===== config.mk =====
export PLATFORM = sky130hd
export DESIGN_NAME = iwm_write_serializer
export DESIGN_NICKNAME = d
export VERILOG_FILES = /design/src/rtl/iwm_write_serializer.sv
export SDC_FILE = /design/constraint.sdc
export NUM_CORES = 1
export LEC_CHECK = 0
export CORE_ASPECT_RATIO = 1.2
export CORE_MARGIN = 4
export CORE_UTILIZATION = 36
export CTS_BUF_LIST = sky130_fd_sc_hd__clkbuf_8
export DETAILED_ROUTE_END_ITERATION = 16
export GPL_TIMING_DRIVEN = 0
export PLACE_DENSITY = 0.56
export SLEW_MARGIN = 20
export SYNTH_ARGS = -nofsm -noshare
export SYNTH_HDL_FRONTEND = slang
export SYNTH_SLANG_ARGS = --single-unit

===== constraint.sdc =====
create_clock -name clk -period 4.95 [get_ports clk]
set_input_delay 1.2375 -clock clk [delete_from_list [all_inputs] [get_ports clk]]
set_output_delay 1.2375 -clock clk [all_outputs]
set_load 0.01 [all_outputs]

===== src/rtl/iwm_write_serializer.sv =====
// IWM write-side serializer: buffers CPU data-register writes and shifts them
// MSB-first onto the write stream as level transitions, one cell per BIT_CELL_CLKS cen ticks.
module iwm_write_serializer #(
   parameter int BIT_CELL_CLKS = 16
) (
   input  logic       clk,
   input  logic       reset,
   input  logic       cen,
   input  logic       wrMode,
   input  logic       dataWr,
   input  logic [7:0] dataIn,
   output logic       bufEmpty,
   output logic       writeUnderrun_n,
   output logic       wrStream,
   output logic       byteDone,
   output logic [7:0] byteOut
);

   typedef enum logic [1:0] {
      IDLE,
      SHIFT,
      UNDERRUN
   } state_t;

   localparam logic [7:0] CELL_LAST = 8'(BIT_CELL_CLKS - 1);

   state_t     state_q, state_d;
   logic [7:0] buf_q, buf_d;
   logic       full_q, full_d;
   logic [7:0] shift_q, shift_d;
   logic [2:0] idx_q, idx_d;
   logic [7:0] timer_q, timer_d;
   logic       ws_q, ws_d;
   logic       une_q, une_d;
   logic       done_q, done_d;
   logic [7:0] out_q, out_d;

   logic       wr_acc;
   logic       load;
   logic [7:0] load_byte;

   always_comb begin
      state_d   = state_q;
      buf_d     = buf_q;
      full_d    = full_q;
      shift_d   = shift_q;
      idx_d     = idx_q;
      timer_d   = timer_q;
      ws_d      = ws_q;
      une_d     = une_q;
      done_d    = 1'b0;
      out_d     = out_q;
      wr_acc    = 1'b0;
      load      = 1'b0;
      load_byte = buf_q;
      if (!wrMode) begin
         // Abort: partial byte is dropped, stream level is left as it was.
         state_d = IDLE;
         full_d  = 1'b0;
         une_d   = 1'b1;
      end else begin
         wr_acc = dataWr && !full_q && (state_q != UNDERRUN);
         if (wr_acc) begin
            buf_d  = dataIn;
            full_d = 1'b1;
         end
         if (cen) begin
            unique case (state_q)
               IDLE: begin
                  if (full_q) begin
                     load      = 1'b1;
                     load_byte = buf_q;
                  end
               end
               SHIFT: begin
                  if (timer_q != 8'd0) begin
                     timer_d = timer_q - 8'd1;
                  end else if (idx_q != 3'd0) begin
                     timer_d = CELL_LAST;
                     idx_d   = idx_q - 3'd1;
                     if (shift_q[idx_q - 3'd1]) ws_d = ~ws_q;
                  end else begin
                     done_d = 1'b1;
                     out_d  = shift_q;
                     // A write landing on the boundary cycle feeds the shifter directly.
                     if (full_q) begin
                        load      = 1'b1;
                        load_byte = buf_q;
                     end else if (wr_acc) begin
                        load      = 1'b1;
                        load_byte = dataIn;
                     end else begin
                        state_d = UNDERRUN;
                        une_d   = 1'b0;
                     end
                  end
               end
               default: ;
            endcase
         end
         if (load) begin
            shift_d = load_byte;
            idx_d   = 3'd7;
            timer_d = CELL_LAST;
            full_d  = 1'b0;
            state_d = SHIFT;
            if (load_byte[7]) ws_d = ~ws_q;
         end
      end
   end

   always_ff @(posedge clk) begin
      if (reset) begin
         state_q <= IDLE;
         buf_q   <= 8'd0;
         full_q  <= 1'b0;
         shift_q <= 8'd0;
         idx_q   <= 3'd0;
         timer_q <= 8'd0;
         ws_q    <= 1'b0;
         une_q   <= 1'b1;
         done_q  <= 1'b0;
         out_q   <= 8'd0;
      end else begin
         state_q <= state_d;
         buf_q   <= buf_d;
         full_q  <= full_d;
         shift_q <= shift_d;
         idx_q   <= idx_d;
         timer_q <= timer_d;
         ws_q    <= ws_d;
         une_q   <= une_d;
         done_q  <= done_d;
         out_q   <= out_d;
      end
   end

   assign bufEmpty        = ~full_q;
   assign writeUnderrun_n = une_q;
   assign wrStream        = ws_q;
   assign byteDone        = done_q;
   assign byteOut         = out_q;

endmodule


==> impl_metrics.yaml <==
place:
  gp_congestion: 0.781
  placed_cell_area_um2: 2290
  hpwl_um: 3220
  dp.cells: 293
  io_buffer_count: 24
floorplanning:
  die_w_um: 75.6
  die_h_um: 89.1
  core_area_um2: 5300
  fp.dieArea_um2: 6730
  row_count: 29
  start_util: 0.372
  num_io_pins: 25
power_and_ir_drop:
  power_frac_seq: 0.523
  power_density_nw_per_um2: 276
  internal_power_mw: 0.497
  p_leak_nw: 0.838
  p_sw_mw: 0.162
  power_frac_clock: 0.369
  peakVddDrop_mv: 0.190
  swShare: 0.247
  combPwrFrac: 0.108
  total_power_mw: 0.659
clock_tree:
  cts_made_buffers: 5
  post_cts_buffers: 0
  clock_sinks: 41
  ctsResizeCount: 0
  clk_path_buf_depth: 2
  cts_root_buf: "clkbuf_8"
  clkLatencyLatePin_ns: 0.29
  cts_hold_buf: 0
  cts_max_level: 2
  cts_tree: "built"
  clkTransAtPathRegs_ns: 0.08
setup_path:
  critPathLaunch: "dataWr"
  cp.required_ns: 5.14
  setup.worst_path.end_class: "register"
  critPathArrivalTime_ns: 3.31
  cp_max_fo: 8
  worstPathCellList: "clkdlybuf4s50_1 > nor4bb_1 > and4b_1 > buf_6 > mux2_4 > a22oi_2 > mux2_4"
  crit_type: "in2reg"
  path_delay_family: "buffers and inverters"
  r2r_end: "wrStream"
  cp-start-kind: "input port"
  path_buf_inv: 2
  max_stage_delay_ns: 0.57
  critPathMostFrequentCell: "mux2_4"
  r2r_cells: 8
  crit_path_top_delay_cell: "clkdlybuf4s50_1"
  crit-reg2reg-launch: "idx_q[0]"
  rrSetupSlack_ns: 2.64
logic_synthesis:
  yosys.area.top_type: "dfxtp_1"
  ys_seq_elements: 41
  ys.flop_type: "dfxtp_1"
  synth_area_per_cell_um2: 9.53
  synth-edff-count: 0
  synth_cells: 207
  syn_area_um2: 1970
  syn_nets: 224
  async_reset_ff_frac: 0
  synth_top_area_frac: 0.416
  synth_top_cells_by_count: "41 x dfxtp_1, 25 x nor2_1, 21 x nand2_1"
  yosysSeqAreaShare: 0.416
  ys_types: 42
  yosys-top-cells-area: "dfxtp_1 42%, mux2i_1 8.1%, nor2_1 4.8%"
  yosysMostFrequentCell: "dfxtp_1"
  synth_warnings: 0
sta:
  rsz0062_at_grt: "no"
  slew_headroom: 0.632
  slew_violations: 0
  finalHoldViolCount: 0
  setup_viol: 0
  finalSetupTns_ns: 0
  skew_ns: 0.00200
  fin_crit_sh: 0.631
  worst_slew_pin_slew_ns: 0.539
  fmax_ghz: 0.320
  timing.final.crit_period_ns: 3.13
routing:
  totalWireLength_um: 4310
  viasPerCell: 5.23
  vias: 1575
  dr.pass1.iters: 4
  drt_iter0_markers: 112
  wl_per_cell_um: 14.3
  ant_nets: 0
  drc: 0
min_path:
  min_from: "byteOut[3]"
  min_to: "byteOut[3]"
  hold_path.class: "reg2reg"
  min_path_cells: 2
layout:
  fin_area_um2: 2390
  multiInputGateArea_um2: 1080
  final-instance-count-excl-fill: 301
  final-seq-area_um2: 821
  num-nets-final: 255
  syn2layout_area_growth_pct: 21.3
  antenna_cells: 0
  n_fill_cell: 553
  final_layout_size_suffix_gt1_frac: 0.117
global_route:
  grt_remaining_overflow: 0
  grt_pass1_vias: 1587
  track_usage: 0.143
  grt_pass1_wl_um: 7290
  grt_max_degree: 13
  antenna_found_initial: 0
status:
  run_status: "finished clean"
job:
  drv_cap: 0
metrics by stage:
step           setup slack [ns]  utilization  hold WS (ns)
5_1_grt                    1.73        0.451         0.487
6_report                   1.82        0.451         0.455
3_5_place_dp               1.57        0.432         0.447
2_1_floorplan              2.27            -         0.442
3_3_place_gp               1.56        0.432         0.439
4_1_cts                    1.87        0.451         0.458
power groups by stage:
stage	Clock, mW	Combinational [mW]	Sequential, mW
4_1_cts	0.253	0.0721	0.345
5_1_grt	0.265	0.0797	0.346
6_report	0.243	0.0713	0.345
3_5_place_dp	0	0.0717	0.352
3_3_place_gp	0	0.0714	0.352
2_1_floorplan	0	0.0480	0.351
cell type report:
cell class	instances	share of cell area
Buffer	7	0.0173
Sequential cell	41	0.343
Tap cell	62	0.0324
Clock buffer	7	0.0403
Timing Repair Buffer	24	0.100
Clock inverter	1	0.00209
Multi-Input combinational cell	151	0.452
Inverter	8	0.0126
cell families (layout without fill, tap and decap cells):
family          count (synthesis)  after routing  synth area share
simple gates                   77             77             0.204
compound gates                 43             43             0.162
fa+ha+maj                       4              4            0.0254
flops                          41             41             0.416
buf+inv                        15             47            0.0362
mux                            24             24             0.142
xor+xnor                        3              3            0.0133
how the worst max path moves through the flow:
stage,to,slack (ns),cells after the start
after floorplan,wrStream,2.27,6
after global placement,wrStream,1.56,7
after detailed placement,wrStream,1.57,7
after CTS,wrStream,1.87,7
after global routing,wrStream,1.73,7
final,wrStream,1.82,7
per-layer routing:
| layer | global-route usage | share of wire | vias to the layer above |
|---|---|---|---|
| li1 | - | - | 804 |
| met1 | 0.164 | 0.45 | 735 |
| met2 | 0.251 | 0.50 | 31 |
| met3 | 0.0349 | 0.036 | 5 |
| met4 | 0.0604 | 0.016 | 0 |
| met5 | 0 | 0 | - |
sequential cells by signal, summed over array words and instances, names as in the netlist:
name,count
full_q,1
buf_q,8
wrStream,1
state_q,2
idx_q,3
shift_q,8
timer_q,8
writeUnderrun_n,1
byteOut,8
byteDone,1
placed cells by master, fill, tap and decap left out, types with 2 or more instances in the layout:
cell / instances
nand3_1: 5
mux2i_1: 16
ha_1: 4
a211oi_1: 8
a21o_1: 3
clkbuf_8: 7
nor2b_1: 3
nand2b_1: 2
and4b_1: 2
a21oi_1: 17
clkbuf_1: 5
nor2_1: 25
buf_6: 2
dfxtp_1: 41
clkdlybuf4s50_1: 24
nor3_1: 5
mux4_2: 2
inv_1: 8
nor3b_1: 3
a211o_1: 2
and2_1: 2
xor2_1: 2
nand2_1: 21
mux2_2: 4
mux2_4: 2
o21a_1: 2
a221oi_1: 2
a211oi_2: 3
worst register-to-register path, cell delays in order, from the launching register on:
cell	delay [ns]
dfxtp_1	0.37
inv_1	0.10
ha_1	0.19
nor4bb_1	0.28
and4b_1	0.25
buf_6	0.16
mux2_4	0.32
a22oi_2	0.23
mux2_4	0.31
No activity file was read; power rests on OpenSTA's default activity.
